### src/rtl/slave_mem_param_if.sv
// slave_mem_param_if
// Bus bundle between the interconnect/master and a memory-backed slave.
// Signals:
//   sl_select, m_valid, mode, addr, wdata : request side, driven by the master
//   rdata, sl_valid, sl_ready, sl_err     : response side, driven by the slave
// Modports: master (drives requests), slave (drives responses).
interface slave_mem_param_if #(
  parameter int DATA_W = 8,
  parameter int ADDR_W = 16
) ();
  logic              sl_select;
  logic              m_valid;
  logic              mode;
  logic [ADDR_W-1:0] addr;
  logic [DATA_W-1:0] wdata;
  logic [DATA_W-1:0] rdata;
  logic              sl_valid;
  logic              sl_ready;
  logic              sl_err;

  modport master (
    output sl_select, m_valid, mode, addr, wdata,
    input  rdata, sl_valid, sl_ready, sl_err
  );

  modport slave (
    input  sl_select, m_valid, mode, addr, wdata,
    output rdata, sl_valid, sl_ready, sl_err
  );
endinterface

### src/rtl/slave_mem_param.sv
// slave_mem_param
// Memory-backed single-beat bus slave with a fixed wait latency, address-window
// decode and an error response for accesses outside the window.
// Ports:
//   clk  in  clock, rising edge
//   rst  in  asynchronous active-high reset
//   bus  slave modport of slave_mem_param_if:
//        sl_select/m_valid/mode/addr/wdata in, rdata/sl_valid/sl_ready/sl_err out
// Every output is a register. The storage array is not reset.
module slave_mem_param #(
  parameter int                DATA_W      = 8,
  parameter int                ADDR_W      = 16,
  parameter int                MEM_DEPTH   = 256,
  parameter logic [ADDR_W-1:0] BASE_ADDR   = '0,
  parameter int                WAIT_CYCLES = 3
) (
  input  logic             clk,
  input  logic             rst,
  slave_mem_param_if.slave bus
);

  localparam int IDX_W = $clog2(MEM_DEPTH);
  localparam int CNT_W = (WAIT_CYCLES < 2) ? 1 : $clog2(WAIT_CYCLES + 1);
  localparam logic [CNT_W-1:0]  WAIT_LAST = CNT_W'(WAIT_CYCLES);
  localparam logic [CNT_W-1:0]  CNT_ONE   = CNT_W'(1);
  localparam logic [ADDR_W:0]   DEPTH_EXT = (ADDR_W + 1)'(MEM_DEPTH);

  typedef enum logic [1:0] {
    S_IDLE = 2'd0,
    S_WAIT = 2'd1,
    S_RESP = 2'd2
  } state_t;

  state_t            state_r;
  logic [CNT_W-1:0]  cnt_r;
  logic              mode_r;
  logic [ADDR_W-1:0] addr_r;
  logic [DATA_W-1:0] wdata_r;
  logic [DATA_W-1:0] rdata_r;
  logic              sl_valid_r;
  logic              sl_ready_r;
  logic              sl_err_r;

  logic [DATA_W-1:0] store_r [MEM_DEPTH];

  logic [ADDR_W-1:0] off_s;
  logic              in_range_s;
  logic [IDX_W-1:0]  idx_s;
  logic              commit_s;
  logic              mem_we_s;

  // Decode works on the latched address; the subtraction may wrap, so the
  // lower-bound test is done on the raw address.
  assign off_s      = addr_r - BASE_ADDR;
  assign in_range_s = (addr_r >= BASE_ADDR) && ({1'b0, off_s} < DEPTH_EXT);
  assign idx_s      = off_s[IDX_W-1:0];
  assign commit_s   = (state_r == S_WAIT) && (cnt_r == WAIT_LAST);
  // state_r is cleared asynchronously, so a reset inside WAIT drops the write.
  assign mem_we_s   = commit_s && mode_r && in_range_s;

  assign bus.rdata    = rdata_r;
  assign bus.sl_valid = sl_valid_r;
  assign bus.sl_ready = sl_ready_r;
  assign bus.sl_err   = sl_err_r;

  // Storage write port, written only on an in-range write commit.
  always_ff @(posedge clk) begin
    if (mem_we_s) begin
      store_r[idx_s] <= wdata_r;
    end
  end

  // Transfer FSM with registered response outputs.
  always_ff @(posedge clk or posedge rst) begin
    if (rst) begin
      state_r    <= S_IDLE;
      cnt_r      <= '0;
      mode_r     <= 1'b0;
      addr_r     <= '0;
      wdata_r    <= '0;
      rdata_r    <= '0;
      sl_valid_r <= 1'b0;
      sl_ready_r <= 1'b1;
      sl_err_r   <= 1'b0;
    end else begin
      case (state_r)
        S_IDLE: begin
          sl_valid_r <= 1'b0;
          sl_err_r   <= 1'b0;
          if (bus.sl_select && bus.m_valid) begin
            mode_r     <= bus.mode;
            addr_r     <= bus.addr;
            wdata_r    <= bus.wdata;
            cnt_r      <= CNT_ONE;
            sl_ready_r <= 1'b0;
            state_r    <= S_WAIT;
          end else begin
            sl_ready_r <= 1'b1;
          end
        end
        S_WAIT: begin
          sl_ready_r <= 1'b0;
          if (commit_s) begin
            if (in_range_s) begin
              rdata_r  <= mode_r ? wdata_r : store_r[idx_s];
              sl_err_r <= 1'b0;
            end else begin
              rdata_r  <= '0;
              sl_err_r <= 1'b1;
            end
            sl_valid_r <= 1'b1;
            cnt_r      <= '0;
            state_r    <= S_RESP;
          end else begin
            cnt_r <= cnt_r + CNT_ONE;
          end
        end
        S_RESP: begin
          // Ready rises here so the next accept lands one edge later.
          sl_valid_r <= 1'b0;
          sl_err_r   <= 1'b0;
          sl_ready_r <= 1'b1;
          state_r    <= S_IDLE;
        end
        default: begin
          sl_valid_r <= 1'b0;
          sl_err_r   <= 1'b0;
          sl_ready_r <= 1'b1;
          cnt_r      <= '0;
          state_r    <= S_IDLE;
        end
      endcase
    end
  end

endmodule

### src/flat_wrapper.sv
// flat-port wrapper written by rule: the top's interface ports become plain ports
module slave_mem_param_flat 
#(
  parameter int                DATA_W      = 8,
  parameter int                ADDR_W      = 16,
  parameter int                MEM_DEPTH   = 256,
  parameter logic [ADDR_W-1:0] BASE_ADDR   = '0,
  parameter int                WAIT_CYCLES = 3
)
  (clk, rst, bus_sl_select, bus_m_valid, bus_mode, bus_addr, bus_wdata, bus_rdata, bus_sl_valid, bus_sl_ready, bus_sl_err);
  slave_mem_param_if #(.DATA_W(DATA_W), .ADDR_W(ADDR_W)) bus_i ();
  input  logic clk;
  input  logic rst;
  input wire logic [$bits(bus_i.sl_select)-1:0] bus_sl_select;
  input wire logic [$bits(bus_i.m_valid)-1:0] bus_m_valid;
  input wire logic [$bits(bus_i.mode)-1:0] bus_mode;
  input wire logic [$bits(bus_i.addr)-1:0] bus_addr;
  input wire logic [$bits(bus_i.wdata)-1:0] bus_wdata;
  output wire logic [$bits(bus_i.rdata)-1:0] bus_rdata;
  output wire logic [$bits(bus_i.sl_valid)-1:0] bus_sl_valid;
  output wire logic [$bits(bus_i.sl_ready)-1:0] bus_sl_ready;
  output wire logic [$bits(bus_i.sl_err)-1:0] bus_sl_err;
  assign bus_i.sl_select = bus_sl_select;
  assign bus_i.m_valid = bus_m_valid;
  assign bus_i.mode = bus_mode;
  assign bus_i.addr = bus_addr;
  assign bus_i.wdata = bus_wdata;
  assign bus_rdata = bus_i.rdata;
  assign bus_sl_valid = bus_i.sl_valid;
  assign bus_sl_ready = bus_i.sl_ready;
  assign bus_sl_err = bus_i.sl_err;
  slave_mem_param #(.DATA_W(DATA_W), .ADDR_W(ADDR_W), .MEM_DEPTH(MEM_DEPTH), .BASE_ADDR(BASE_ADDR), .WAIT_CYCLES(WAIT_CYCLES)) u_core (.clk(clk), .rst(rst), .bus(bus_i));
endmodule
### config.mk
export PLATFORM = sky130hd
export DESIGN_NAME = slave_mem_param_flat
export DESIGN_NICKNAME = d
export VERILOG_FILES = /design/src/rtl/slave_mem_param_if.sv /design/src/rtl/slave_mem_param.sv /design/src/flat_wrapper.sv
export SDC_FILE = /design/constraint.sdc
export NUM_CORES = 2
export LEC_CHECK = 0
export CAP_MARGIN = 20
export CORE_MARGIN = 1
export CORE_UTILIZATION = 40
export CTS_BUF_LIST = sky130_fd_sc_hd__clkbuf_8 sky130_fd_sc_hd__clkbuf_16
export CTS_CLUSTER_SIZE = 10
export DETAILED_ROUTE_END_ITERATION = 8
export GPL_ROUTABILITY_DRIVEN = 0
export PLACE_DENSITY = 0.63
export SYNTH_ARGS = -nofsm -noshare
export SYNTH_HDL_FRONTEND = slang
export SYNTH_SLANG_ARGS = --single-unit
### constraint.sdc
create_clock -name clk -period 4 [get_ports clk]
set_input_delay 0.8 -clock clk [delete_from_list [all_inputs] [get_ports clk]]
set_output_delay 0.8 -clock clk [all_outputs]
set_load 0.01 [all_outputs]
After elaboration in Yosys (flattened, before gate mapping)
Memory sizes are Yosys's and may differ from the RTL's.
Cells that the tools add are included.
{"block": "word_totals", "regBits": 40, "out_inout_bits": 11, "inputBits": 29, "n_memories": 1, "mem_bits_rw": 2048}
{"memory": "u_core.store_r", "depth": 256, "width": 8, "read_ports": 1, "rd_ports_with_merged_regs": 0, "write_ports": 1, "line": "slave_mem_param.sv:44", "text": "logic [DATA_W-1:0] store_r [MEM_DEPTH];"}
{"block": "op_classes", "mux": 16, "reduce_logical": 10, "add_sub_neg": 1, "n_lt_le_gt_ge": 2, "bitwise_logic": 1, "eq_ne": 5}
{"operator": "$ge 16x1->1 const B", "n": 1}
{"operator": "$lt 16x9->1 const B", "n": 1}
{"operator": "$mux 8", "n": 2}
{"operator": "$mux 1", "n": 8}
{"operator": "$reduce_and 2->1", "n": 4}
{"operator": "$mux 2", "n": 3}
{"operator": "$pmux 2 s3", "n": 1}
{"operator": "$logic_and 1x1->1", "n": 5}
{"operator": "$eq 2x2->1 const B", "n": 2}
{"operator": "$ne 2x1->1 const B", "n": 2}
{"operator": "$pmux 2 s2", "n": 1}
{"operator": "$add 2x1->2 const B", "n": 1}
{"operator": "$eq 2x1->1 const B", "n": 1}
{"operator": "$logic_not 2->1", "n": 1}
{"operator": "$pmux 1 s2", "n": 1}
{"operator": "$not 1->1", "n": 1}

Longest topological paths before layout
{"block": "logic_depth", "ltp_word": 6, "depth_mapped": 9}

Least setup slack after synthesis
Ideal clock, no wire load.
{"block": "synth_path", "path_type": "flip-flop to flip-flop", "start": "reg u_core.wdata_r[0]", "end": "mem u_core.store_r[0][0], data pin", "t_required_ns": 3.194, "path_slack_ns": -0.001, "arrival_time_ns": 3.195, "path_buffers": 0, "path_stages_with_launch": 1, "setup_ns": 0.806, "period_less_slack_ns": 4.001, "cell_sequence": "dfrtp_1"}
{"element": "start, declared", "line": "slave_mem_param.sv:38", "text": "logic [DATA_W-1:0] wdata_r;"}
{"element": "start signal, assigned", "line": "slave_mem_param.sv:93", "text": "wdata_r <= bus.wdata;"}
{"element": "end, declared", "line": "slave_mem_param.sv:44"}
Straight into the memory's write port.

Worst setup path in the final report
{"block": "layout_path", "start": "reg u_core.addr_r[1]", "end": "reg u_core.rdata_r[3] (netlist: u_core.bus.rdata[3])"}
{"block": "layout_via", "elab_chain_cells": 3}
{"element": "start, declared", "line": "slave_mem_param.sv:37", "text": "logic [ADDR_W-1:0] addr_r;"}
{"element": "start signal, assigned", "line": "slave_mem_param.sv:92", "text": "addr_r <= bus.addr;"}
{"element": "$mem_v2 256x8 (tied with other cells)"}
{"element": "$mux 8 / $logic_and 1x1->1 (equally long branches)", "line": "slave_mem_param.sv:105, slave_mem_param.sv:55"}
{"element": "$mux 8 *", "line": "slave_mem_param.sv:104", "text": "if (in_range_s) begin"}
{"element": "end signal, assigned", "line": "slave_mem_param.sv:105", "text": "rdata_r <= mode_r ? wdata_r : store_r[idx_s];"}
{"element": "end, declared", "line": "slave_mem_param.sv:39", "text": "logic [DATA_W-1:0] rdata_r;"}
Every way passes the cells marked *; elsewhere a longest branch is shown, timed or not.
A chain may end at the register's enable or synchronous reset.

==> results.json <==
{
  "final.period_utilization": 0.950,
  "dr_wl_met2_um": 97400,
  "grt_antenna_before_repair": 1,
  "clock_sinks": 2088,
  "power.static_leakage_nw": 28.9,
  "clock_tree.htree_level_count": 4,
  "dpl.hpwl_um": 121000,
  "cts_buffers": 230,
  "detail_route.wirelength_um": 199000,
  "critPathRequiredTime_ns": 4.75,
  "clock_path_buffers": 3,
  "vias": 39400,
  "stdcell_count": 6773,
  "floorplan.die_area_um2": 201000,
  "grt_pass1_wl_um": 288000,
  "critPathMaxFanout": 93,
  "finish.utilization": 0.467,
  "timing.rr.start": "u_core.addr_r[1]",
  "mappedNetlistArea_um2": 79800,
  "synth-edff-count": 2048,
  "cell_type_with_the_highest_aggregate_area_in_the_netlist": "edfxtp_1",
  "final.min_clock_period_ns": 3.80,
  "floorplan.core_area_um2": 198000,
  "yosys.cell_count.top_type": "edfxtp_1",
  "finClkSkew_ns": 0.0399,
  "rsz_0062_raised_after_global_routing": "no",
  "critPathCaptureType": "register",
  "wl_met3_um": 15300,
  "diodes": 0,
  "synth_largest_type_area_fraction": 0.771,
  "final_antenna_net_count": 0,
  "cp_slowest_stage_delay_ns": 1.03,
  "timing.final.max_slew_violations": 0,
  "cts_root_buffer": "clkbuf_16",
  "grt-ovfl-total": 0,
  "ys_top_cells_by_area": "edfxtp_1, mux4_2, a22oi_1",
  "first_global_vias": 40000,
  "max_freq_mhz": 263,
  "ys_seq_elements": 2088,
  "critPathSlowestCell": "o41ai_1",
  "critPathKind": "reg2reg",
  "design.final.nets": 4091,
  "critical_path_arrival_ns": 4.55,
  "layout-drive-gt1-share": 0.291,
  "ys.warnings.count": 0,
  "final-hold-violation-count": 0,
  "final.setup.worst_slack_ns": 0.200,
  "mean_number_of_vias_per_cell": 5.82,
  "outcome": "complete, no violations",
  "drc_errors": 0,
  "asyncSetResetFlopFracSynth": 0.0192,
  "dpl_worst_slack_ns": 0.110,
  "mappedNetlistNets": 3673,
  "crit_chain": "buf_12, mux4_2, a22oi_1, a21oi_1, o41ai_1, nand4_1, a21o_1",
  "worstSetupStartpointType": "register",
  "met1Wirelength_um": 81800,
  "numPlacedInstances": 6469,
  "min_path_type": "in2async",
  "power-per-cell-area_nw_per_um2": 714,
  "detailedRoute.firstIterationViolations": 4565,
  "layout-area-overhead-vs-synth_pct": 15.6,
  "synth.top_cells.by_count": "edfxtp_1, mux4_2, nor2_1, a22oi_1, clkbuf_1",
  "clk_latency_ns": 0.86,
  "yosysUniqueCellTypes": 33,
  "reg2regPathDepth": 7,
  "drt-wirelength-per-cell_um": 29.4,
  "placement_rows": 163,
  "design.portCount": 40,
  "clock_tree_from_tritoncts": "done",
  "fp.dieW_um": 449,
  "start_util": 0.404,
  "highest_layer": "met4",
  "worst_setup_hold_path_clk_slew_ns": 0.06,
  "synthesis.area_per_instance_um2": 21.9,
  "timing.max_cap.violations": 0,
  "total_power_mw": 65.9,
  "gr-usage-all-layers": 0.196,
  "maxSlewHeadroom": 0.207,
  "postSynthCellCount": 3643,
  "cts_hold_buffers_added": 0,
  "seq_area_frac_synth": 0.784,
  "worst_slew_pin_slew_ns": 1.17,
  "io_buffer_count": 39,
  "regToRegEndpoint": "u_core.bus.rdata[3]",
  "detailedRoute.firstPassIterationCount": 6,
  "worst-r2r-setup-slack_ns": 0.20,
  "grt_max_degree": 125,
  "synth-main-ff-cell": "edfxtp_1",
  "vdd_drop_max_v": 0.000530,
  "finalSetupViolations": 0,
  "die_height_um": 449
}
[logic make-up (layout without fill, tap and decap cells)]
group,count (synthesis),in the layout,share of synthesized area
compound gates,430,430,0.0369
mux,537,537,0.148
fa+ha+maj,1,1,0.000157
simple gates,356,356,0.0179
buf+inv,231,721,0.0132
flops,2088,2088,0.784
[cells in the final DEF, fill, tap and decap left out, types with 12 or more instances in the layout]
master	synthesis	routed
nand2_2	0	12
mux2_2	25	25
edfxtp_1	2048	2048
buf_4	13	329
clkdlybuf4s50_1	0	39
nor2_1	268	264
clkbuf_16	0	231
o41ai_1	32	31
dfrtp_1	39	29
buf_12	0	47
mux4_2	512	512
inv_1	1	56
a22oi_1	256	256
a21oi_1	129	129
nand4_1	16	16
nand2_1	48	36
[metrics by stage]
| step | hold slack [ns] | area, µm² | TNS, ns |
|---|---|---|---|
| after floorplan | 0.472 | 79800 | -0.127 |
| after global placement | 0.491 | 85900 | 0 |
| after detailed placement | 0.489 | 85900 | 0 |
| after CTS | 0.247 | 92200 | 0 |
| after global routing | 0.300 | 92200 | 0 |
| final | 0.299 | 92200 | 0 |
[sequential cells by signal (all words and copies together) (netlist names)]
name,flops
u_core.addr_r,16
u_core.bus.rdata,8
u_core.store_r,2048
u_core.mode_r,1
u_core.bus.sl_err,1
u_core.cnt_r,2
u_core.wdata_r,8
u_core.state_r,2
u_core.bus.sl_valid,1
u_core.bus.sl_ready,1
[area by class of cell]
type,count,area (µm²)
Clock buffer,231,5780
Clock inverter,73,488
Fill cell,16000,105000
Inverter,2,7.51
Multi-Input combinational cell,1324,16300
Sequential cell,2088,62500
Tap cell,2640,3300
Timing Repair Buffer,415,3800
[where the power goes]
| group | leakage, nW | switching (mW) | internal (mW) |
|---|---|---|---|
| clock | 3.26 | 7.97 | 10.3 |
| sequential | 18.9 | 1.28 | 27.5 |
| combinational | 6.67 | 11.6 | 7.27 |
[timing repair]
action / CTS / global route
setup buffers: 0 / 0
setup endpoints to repair: 0 / 21
resized for setup: 0 / 3
[per-layer routing]
layer	global-route usage	vias to the layer above
li1	-	16200
met1	0.278	21200
met2	0.314	1812
met3	0.0342	244
met4	0.0526	0
met5	0	-
[critical path: cells and delay by family (launching register included)]
kind | cells | cell delay, ns
DFF | 1 | 0.75
muxes | 1 | 0.42
buffers and inverters | 1 | 0.48
and+or+nand+nor | 1 | 0.20
AOI/OAI and AO/OA | 4 | 1.74
[worst max path at each step]
| stage | slack [ns] | startpoint | cells after the start | to |
|---|---|---|---|---|
| after floorplan | -0.0005 | u_core.wdata_r[6] | 0 | u_core.store_r[0][6] |
| after global placement | 0.16 | u_core.addr_r[0] | 9 | u_core.bus.rdata[6] |
| final | 0.20 | u_core.addr_r[1] | 7 | u_core.bus.rdata[3] |
| after CTS | 0.11 | u_core.addr_r[12] | 6 | u_core.store_r[101][2] |
| after detailed placement | 0.11 | u_core.addr_r[12] | 6 | u_core.store_r[100][5] |
| after global routing | 0.07 | u_core.addr_r[0] | 9 | u_core.bus.rdata[6] |
Note: power is estimated with default switching activity, not from simulation.
